===== config.mk =====
export PLATFORM = sky130hd
export DESIGN_NAME = intt_gs_scheduler_flat
export DESIGN_NICKNAME = d
export VERILOG_FILES = /design/src/rtl/intt_gs_scheduler_pkg.sv /design/src/rtl/intt_gs_scheduler_if.sv /design/src/rtl/intt_gs_scheduler_addr_gen.sv /design/src/rtl/intt_gs_scheduler_chk.sv /design/src/rtl/intt_gs_scheduler.sv /design/src/flat_wrapper.sv
export SDC_FILE = /design/constraint.sdc
export NUM_CORES = 1
export LEC_CHECK = 0
export CORE_UTILIZATION = 63
export DETAILED_ROUTE_END_ITERATION = 8
export PLACE_DENSITY = 0.95
export REMOVE_ABC_BUFFERS = 1
export SYNTH_ARGS = -nofsm -noshare
export SYNTH_HDL_FRONTEND = slang
export SYNTH_SLANG_ARGS = --single-unit

===== constraint.sdc =====
create_clock -name clk -period 4 [get_ports clk]
set_input_delay 1.2 -clock clk [delete_from_list [all_inputs] [get_ports clk]]
set_output_delay 1.2 -clock clk [all_outputs]
set_load 0.005 [all_outputs]

===== src/rtl/intt_gs_scheduler_pkg.sv =====
// Shared types and helpers for the inverse-NTT (Gentleman-Sande) scheduler.
package ntt_pkg;

  localparam int unsigned DEFAULT_N = 256;

  typedef enum logic [1:0] {
    IDLE  = 2'd0,
    ISSUE = 2'd1,
    DRAIN = 2'd2,
    DONE  = 2'd3
  } intt_state_e;

  // Butterfly span of stage s.
  function automatic int unsigned stage_len(input int unsigned s);
    return 32'd1 << s;
  endfunction

endpackage


===== src/rtl/intt_gs_scheduler_if.sv =====
// Butterfly issue / write-back bus between the scheduler and the datapath pipeline.
interface intt_gs_scheduler_if #(
  parameter int LOGN = 8,
  parameter int SW   = $clog2(LOGN) + 1
);
  logic            bf_valid;
  logic            bf_ready;
  logic [LOGN-1:0] bf_addr_a;
  logic [LOGN-1:0] bf_addr_b;
  logic [LOGN-1:0] bf_tw_idx;
  logic [SW-1:0]   bf_stage;
  logic            wb_valid;

  modport master (
    output bf_valid, bf_addr_a, bf_addr_b, bf_tw_idx, bf_stage,
    input  bf_ready, wb_valid
  );

  modport slave (
    input  bf_valid, bf_addr_a, bf_addr_b, bf_tw_idx, bf_stage,
    output bf_ready, wb_valid
  );
endinterface


===== src/rtl/intt_gs_scheduler_addr_gen.sv =====
// Registered stage/group/index walker producing butterfly operand addresses and
// the inverse-twiddle ROM index; the twiddle register doubles as the group counter.
module intt_addr_gen
  import ntt_pkg::*;
#(
  parameter int N    = DEFAULT_N,
  parameter int LOGN = $clog2(N),
  parameter int SW   = $clog2(LOGN) + 1
) (
  input  logic            clk,
  input  logic            rst_n,
  input  logic            load,
  input  logic            advance,
  input  logic            next_stage,
  output logic [LOGN-1:0] addr_a,
  output logic [LOGN-1:0] addr_b,
  output logic [LOGN-1:0] tw_idx,
  output logic [SW-1:0]   stage,
  output logic            last_in_stage,
  output logic            last_stage
);

  localparam logic [LOGN-1:0] HALF_N   = LOGN'(N / 2);
  localparam logic [LOGN-1:0] MAX_ADDR = LOGN'(N - 1);
  localparam logic [SW-1:0]   LAST_S   = SW'(LOGN - 1);

  logic [LOGN-1:0] j_r;
  logic [LOGN-1:0] len_r;
  logic [LOGN-1:0] a_r;
  logic [LOGN-1:0] b_r;
  logic [LOGN-1:0] tw_r;
  logic [SW-1:0]   s_r;

  // Step j inside a group, hop to the next group at j==len-1; stage steps come from the FSM.
  always_ff @(posedge clk or negedge rst_n) begin
    if (!rst_n) begin
      j_r   <= {LOGN{1'b0}};
      len_r <= {LOGN{1'b0}};
      a_r   <= {LOGN{1'b0}};
      b_r   <= {LOGN{1'b0}};
      tw_r  <= {LOGN{1'b0}};
      s_r   <= {SW{1'b0}};
    end else if (load) begin
      j_r   <= {LOGN{1'b0}};
      len_r <= LOGN'(1);
      a_r   <= {LOGN{1'b0}};
      b_r   <= LOGN'(1);
      tw_r  <= HALF_N;
      s_r   <= {SW{1'b0}};
    end else if (next_stage) begin
      j_r   <= {LOGN{1'b0}};
      len_r <= LOGN'(stage_len(32'(s_r) + 32'd1));
      a_r   <= {LOGN{1'b0}};
      b_r   <= LOGN'(stage_len(32'(s_r) + 32'd1));
      tw_r  <= HALF_N >> (s_r + SW'(1));
      s_r   <= s_r + SW'(1);
    end else if (advance && !last_in_stage) begin
      if (j_r == len_r - LOGN'(1)) begin
        j_r  <= {LOGN{1'b0}};
        a_r  <= a_r + len_r + LOGN'(1);
        b_r  <= b_r + len_r + LOGN'(1);
        tw_r <= tw_r + LOGN'(1);
      end else begin
        j_r <= j_r + LOGN'(1);
        a_r <= a_r + LOGN'(1);
        b_r <= b_r + LOGN'(1);
      end
    end
  end

  // Only the final butterfly of a stage touches the top address.
  assign last_in_stage = (b_r == MAX_ADDR);
  assign last_stage    = (s_r == LAST_S);
  assign addr_a        = a_r;
  assign addr_b        = b_r;
  assign tw_idx        = tw_r;
  assign stage         = s_r;

endmodule


===== src/rtl/intt_gs_scheduler_chk.sv =====
// Protocol checks on the outstanding write-back counter.
module intt_gs_scheduler_chk #(
  parameter int OW           = 4,
  parameter int MAX_INFLIGHT = 8
) (
  input logic          clk,
  input logic          rst_n,
  input logic          wb_valid,
  input logic          issue,
  input logic [OW-1:0] outs
);
  localparam logic [OW-1:0] MAX_C = OW'(MAX_INFLIGHT);

  a_wb_underflow: assert property (@(posedge clk) disable iff (!rst_n)
    wb_valid |-> (outs != {OW{1'b0}}));

  a_inflight_cap: assert property (@(posedge clk) disable iff (!rst_n)
    issue |-> (outs < MAX_C));
endmodule


===== src/rtl/intt_gs_scheduler.sv =====
// Inverse-NTT butterfly scheduler: issues every Gentleman-Sande butterfly and
// fences each stage until all of its write-backs have returned.
module intt_gs_scheduler
  import ntt_pkg::*;
#(
  parameter int N            = DEFAULT_N,
  parameter int LOGN         = $clog2(N),
  parameter int MAX_INFLIGHT = 8
) (
  input  logic                clk,
  input  logic                rst_n,
  input  logic                start,
  output logic                busy,
  output logic                done,
  intt_gs_scheduler_if.master bf
);

  localparam int SW = $clog2(LOGN) + 1;
  localparam int OW = $clog2(MAX_INFLIGHT + 1);
  localparam logic [OW-1:0] MAX_C = OW'(MAX_INFLIGHT);

  intt_state_e     state_r;
  intt_state_e     state_s;
  logic [OW-1:0]   outs_r;
  logic [OW-1:0]   outs_s;
  logic            busy_r;
  logic            done_r;
  logic            valid_r;
  logic            hs_s;
  logic            load_s;
  logic            adv_s;
  logic            nxt_s;
  logic            last_in_stage_s;
  logic            last_stage_s;
  logic [LOGN-1:0] addr_a_s;
  logic [LOGN-1:0] addr_b_s;
  logic [LOGN-1:0] tw_s;
  logic [SW-1:0]   stage_s;

  assign hs_s = valid_r && bf.bf_ready;

  intt_addr_gen #(.N(N), .LOGN(LOGN), .SW(SW)) u_addr_gen (
    .clk          (clk),
    .rst_n        (rst_n),
    .load         (load_s),
    .advance      (adv_s),
    .next_stage   (nxt_s),
    .addr_a       (addr_a_s),
    .addr_b       (addr_b_s),
    .tw_idx       (tw_s),
    .stage        (stage_s),
    .last_in_stage(last_in_stage_s),
    .last_stage   (last_stage_s)
  );

  // Outstanding count; a stray write-back at zero saturates instead of wrapping.
  always_comb begin
    outs_s = outs_r;
    if (hs_s && !bf.wb_valid) begin
      outs_s = outs_r + OW'(1);
    end else if (!hs_s && bf.wb_valid && (outs_r != {OW{1'b0}})) begin
      outs_s = outs_r - OW'(1);
    end else begin
      outs_s = outs_r;
    end
  end

  // Next-state and counter control.
  always_comb begin
    state_s = state_r;
    load_s  = 1'b0;
    adv_s   = 1'b0;
    nxt_s   = 1'b0;
    case (state_r)
      IDLE: begin
        if (start) begin
          state_s = ISSUE;
          load_s  = 1'b1;
        end else begin
          state_s = IDLE;
        end
      end
      ISSUE: begin
        if (hs_s) begin
          adv_s   = 1'b1;
          state_s = last_in_stage_s ? DRAIN : ISSUE;
        end else begin
          state_s = ISSUE;
        end
      end
      DRAIN: begin
        if (outs_s == {OW{1'b0}}) begin
          if (last_stage_s) begin
            state_s = DONE;
          end else begin
            state_s = ISSUE;
            nxt_s   = 1'b1;
          end
        end else begin
          state_s = DRAIN;
        end
      end
      DONE:    state_s = IDLE;
      default: state_s = IDLE;
    endcase
  end

  // State, counter and registered handshake/status outputs.
  always_ff @(posedge clk or negedge rst_n) begin
    if (!rst_n) begin
      state_r <= IDLE;
      outs_r  <= {OW{1'b0}};
      busy_r  <= 1'b0;
      done_r  <= 1'b0;
      valid_r <= 1'b0;
    end else begin
      state_r <= state_s;
      outs_r  <= outs_s;
      busy_r  <= (state_s == ISSUE) || (state_s == DRAIN);
      done_r  <= (state_s == DONE);
      valid_r <= (state_s == ISSUE) && (outs_s < MAX_C);
    end
  end

  assign busy         = busy_r;
  assign done         = done_r;
  assign bf.bf_valid  = valid_r;
  assign bf.bf_addr_a = addr_a_s;
  assign bf.bf_addr_b = addr_b_s;
  assign bf.bf_tw_idx = tw_s;
  assign bf.bf_stage  = stage_s;

  intt_gs_scheduler_chk #(.OW(OW), .MAX_INFLIGHT(MAX_INFLIGHT)) u_chk (
    .clk     (clk),
    .rst_n   (rst_n),
    .wb_valid(bf.wb_valid),
    .issue   (valid_r),
    .outs    (outs_r)
  );

endmodule


===== src/flat_wrapper.sv =====
// flat-port wrapper written by rule: the top's interface ports become plain ports
module intt_gs_scheduler_flat import ntt_pkg::*;
#(
  parameter int N            = DEFAULT_N,
  parameter int LOGN         = $clog2(N),
  parameter int MAX_INFLIGHT = 8
)
  (clk, rst_n, start, busy, done, bf_bf_valid, bf_bf_addr_a, bf_bf_addr_b, bf_bf_tw_idx, bf_bf_stage, bf_bf_ready, bf_wb_valid);
  intt_gs_scheduler_if #(.LOGN(LOGN)) bf_i ();
  input  logic clk;
  input  logic rst_n;
  input  logic start;
  output logic busy;
  output logic done;
  output wire logic [$bits(bf_i.bf_valid)-1:0] bf_bf_valid;
  output wire logic [$bits(bf_i.bf_addr_a)-1:0] bf_bf_addr_a;
  output wire logic [$bits(bf_i.bf_addr_b)-1:0] bf_bf_addr_b;
  output wire logic [$bits(bf_i.bf_tw_idx)-1:0] bf_bf_tw_idx;
  output wire logic [$bits(bf_i.bf_stage)-1:0] bf_bf_stage;
  input wire logic [$bits(bf_i.bf_ready)-1:0] bf_bf_ready;
  input wire logic [$bits(bf_i.wb_valid)-1:0] bf_wb_valid;
  assign bf_bf_valid = bf_i.bf_valid;
  assign bf_bf_addr_a = bf_i.bf_addr_a;
  assign bf_bf_addr_b = bf_i.bf_addr_b;
  assign bf_bf_tw_idx = bf_i.bf_tw_idx;
  assign bf_bf_stage = bf_i.bf_stage;
  assign bf_i.bf_ready = bf_bf_ready;
  assign bf_i.wb_valid = bf_wb_valid;
  intt_gs_scheduler #(.N(N), .LOGN(LOGN), .MAX_INFLIGHT(MAX_INFLIGHT)) u_core (.clk(clk), .rst_n(rst_n), .start(start), .busy(busy), .done(done), .bf(bf_i));
endmodule

==> flow_metrics.env <==
export IMPL_outcome="completed"
export IMPL_clock_sinks=53
export IMPL_fin_worst_skew_ns=0.009739
export IMPL_seq_power_share=0.357
export IMPL_slowest_stage="clkdlybuf4s50_1"
export IMPL_clock_root_buffer="clkbuf_8"
export IMPL_ys_top_cells_by_count="dfrtp_1, a21oi_1, nand2_1"
export IMPL_synth_cells=464
export IMPL_insertion_delay_ns=0.32
export IMPL_synth_most_common_cell="dfrtp_1"
export IMPL_cts_tree="built"
export IMPL_yosysWarningCount=0
export IMPL_syn_to_final_growth_pct=12.99
export IMPL_crit_arrival_ns=3.68
export IMPL_num_vias=3849
export IMPL_die_w_um=81.36
export IMPL_synthArstFlopShare=1.000
export IMPL_cts_max_path_buffers=2
export IMPL_grt_start_max_net_pins=49
export IMPL_dieArea_um2=6619
export IMPL_coreArea_um2=5991
export IMPL_synth_top_area_cell="dfrtp_1"
export IMPL_num_io_pins=36
export IMPL_layout_drive_gt1_share=0.06263
export IMPL_cts_resized=0
export IMPL_initial_core_util=0.6623
export IMPL_fill_cells=390
export IMPL_vias_per_cell=6.753
export IMPL_hp_class="reg -> reg"
export IMPL_slowest_delay_ns=0.64
export IMPL_htree_levels=2
export IMPL_slew_headroom=0.3964
export IMPL_dpl_instance_area_um2=4363
export IMPL_synth_compound_area_frac=0.2094
export IMPL_power_switching_mw=1.002
export IMPL_synth_top_area_share=0.3343
export IMPL_diodes=0
export IMPL_postCtsSetupBuffers=0
export IMPL_cts_clk_slew_worst_paths_ns=0.10
export IMPL_detail_route_wl_per_cell_um=18.78
export IMPL_critPathRequiredTime_ns=4.24
export IMPL_max_cap_violations=0
export IMPL_synthTopCellsByArea="dfrtp_1, ha_1, a21oi_1"
export IMPL_critPathMaxFanout=10
export IMPL_antenna_found_initial=0
export IMPL_synthXorXnorAreaFrac=0.06623
export IMPL_power_frac_comb=0.478
export IMPL_synth_mux_area_frac=0.01261
export IMPL_yosys_area_share_simple=0.2289
export IMPL_drv_slew=0
export IMPL_finalWirelength_um=10710
export IMPL_clkPwrFrac=0.165
export IMPL_dp_hpwl_um=7362
export IMPL_p_int_mw=1.395
export IMPL_synth_edff_count=0
export IMPL_drc=0
export IMPL_fin_crit_sh=0.8583
export IMPL_multi_input_area_um2=2447
export IMPL_fin_crit_ns=3.433
export IMPL_avgSynthCellArea_um2=8.551
export IMPL_setup_tns_ns=0
export IMPL_ant_nets=0
export IMPL_cts_hold_buf=0
export IMPL_synthFlopType="dfrtp_1"
export IMPL_synth_top_family_by_area="simple AND/OR/NAND/NOR gates"
export IMPL_hold_viol_final=0
export IMPL_finalNetCount=529
export IMPL_tightest_slew_ns=0.9054
export IMPL_overflow=0
export IMPL_drt_iter0_markers=411
export IMPL_stdcell_area_um2=4483
export IMPL_vdd_drop_max_v=0.0004166
export IMPL_powerDensity_nw_per_um2=534.7
export IMPL_endpoint_kind="register"
export IMPL_yosysUniqueCellTypes=63
export IMPL_synth_area_um2=3968
export IMPL_grt_pass1_wl_um=17470
export IMPL_numCtsBuffers=5
export IMPL_placementRows=28
export IMPL_worstSetupPathType="in -> reg"
export IMPL_netSwitchingFraction=0.4182
export IMPL_synth_fa_ha_area_frac=0.09839
export IMPL_ys_seq_area_frac=0.3343
export IMPL_dr_pass1_iters=5
export IMPL_layout_area_seq_um2=1326
export IMPL_ys_seq_elements=53
export IMPL_rsz0062_at_grt="no"
export IMPL_crit_chain="clkdlybuf4s50_1 -> and4b_1 -> a41oi_1 -> o21ai_0 -> nor3_1 -> and3_1 -> nand2_1 -> o31ai_1 -> o21bai_1"
export IMPL_fmax_mhz=291.3
export IMPL_fp_dieH_um=81.36
export IMPL_p_leak_nw=1.947
export IMPL_port_buffers=35
export IMPL_gp_congestion=0.9475
export IMPL_critPathLaunchType="primary input"
export IMPL_grt_util_all_layers=0.3460
export IMPL_grt_pass1_vias=3633
export IMPL_setup_viol=0
[routing by layer]
layer | wire length, um | global-route usage | part of all wire
met1 | 4315 | 0.4500 | 0.40
met3 | 862 | 0.05618 | 0.081
met2 | 5089 | 0.5550 | 0.48
met4 | 438 | 0.1732 | 0.041
met5 | 0 | 0 | 0
[critical path, delay by kind of cell]
kind,cells,cell delay (ns)
AO/OA/AOI/OAI,4,0.95
AND/OR/NAND/NOR,4,0.89
buffers and inverters,1,0.64
[power by group through the flow]
stage / Sequential [mW] / Clock (mW) / Combinational (mW)
after floorplan: 0.807 / 0 / 0.727
final: 0.855 / 0.396 / 1.15
after CTS: 0.845 / 0.396 / 1.13
after detailed placement: 0.851 / 0 / 1.11
after global placement: 0.842 / 0 / 1.05
after global routing: 0.874 / 0.415 / 1.26
[state kept, by name, summed over array words and instances (netlist names)]
name and flops:
u_core.bf.bf_valid 1, u_core.busy 1, u_core.u_addr_gen.len_r 8, u_core.u_addr_gen.addr_b 8
u_core.u_addr_gen.j_r 8, u_core.outs_r 4, u_core.done 1, u_core.state_r 2
u_core.u_addr_gen.addr_a 8, u_core.u_addr_gen.tw_idx 8, u_core.u_addr_gen.stage 4
[cell type report]
type | count | area share
Tap cell | 75 | 0.02093
Inverter | 20 | 0.01675
Clock buffer | 6 | 0.01842
Timing Repair Buffer | 45 | 0.09378
Multi-Input combinational cell | 369 | 0.5459
Sequential cell | 53 | 0.2958
Clock inverter | 2 | 0.008373
[path summary, 6_finish.rpt]
| path | start | end | cells after the start | slack [ns] |
|---|---|---|---|---|
| min in group asynchronous | rst_n | u_core.u_addr_gen.tw_idx[1] | 1 | 1.00 |
| max in group asynchronous | rst_n | u_core.outs_r[2] | 2 | 2.25 |
| max | bf_wb_valid | u_core.u_addr_gen.addr_b[0] | 9 | 0.57 |
| min reg2reg | u_core.u_addr_gen.tw_idx[7] | u_core.u_addr_gen.tw_idx[7] | 2 | 0.58 |
| min | u_core.u_addr_gen.tw_idx[7] | u_core.u_addr_gen.tw_idx[7] | 2 | 0.58 |
| max reg2reg | u_core.u_addr_gen.len_r[1] | u_core.u_addr_gen.tw_idx[7] | 11 | 0.89 |
[placed cells by master, fill, tap and decap left out, types with 3 or more instances in the layout]
cell type,netlist,final
ha_1,28,28
clkdlybuf4s50_1,0,34
xor2_1,13,13
nand2b_1,7,7
o21ai_0,26,26
and2_1,5,5
xnor2_1,17,17
nor2b_1,9,9
a211oi_1,10,10
or3_1,3,3
a31oi_1,4,4
o211ai_1,7,7
o31ai_1,5,5
a21oi_1,42,42
buf_4,1,10
dfrtp_1,53,53
inv_1,20,20
nand2_1,39,39
nand3_1,22,22
nor2_1,37,37
a221oi_1,4,4
nand3b_1,4,4
clkbuf_8,0,6
o21bai_1,6,6
a21o_1,6,6
nor4_1,3,3
and3_1,8,8
nand4_1,7,7
mux2i_1,5,5
nor3_1,13,13
[kinds of logic (layout without fill, tap and decap cells)]
group / Yosys count / after routing
adders and majority gates: 30 / 30
and+or+nand+nor: 173 / 173
buffers and inverters: 42 / 73
DFF: 53 / 53
muxes: 5 / 5
AOI/OAI and AO/OA: 131 / 131
xor gates and xnor gates: 30 / 30
[per-stage QoR]
step	worst slack, ns	util	power (mW)	hold slack (ns)	instances
2_1_floorplan	0.4665	-	1.534	0.5233	442
5_1_grt	0.4234	0.7483	2.549	0.6216	570
3_5_place_dp	0.3791	0.7283	1.958	0.5544	562
3_3_place_gp	0.4918	0.7283	1.896	0.5550	562
6_report	0.5666	0.7483	2.397	0.5803	570
4_1_cts	0.6110	0.7483	2.368	0.5825	570
Power figures use the tool's default switching activity.
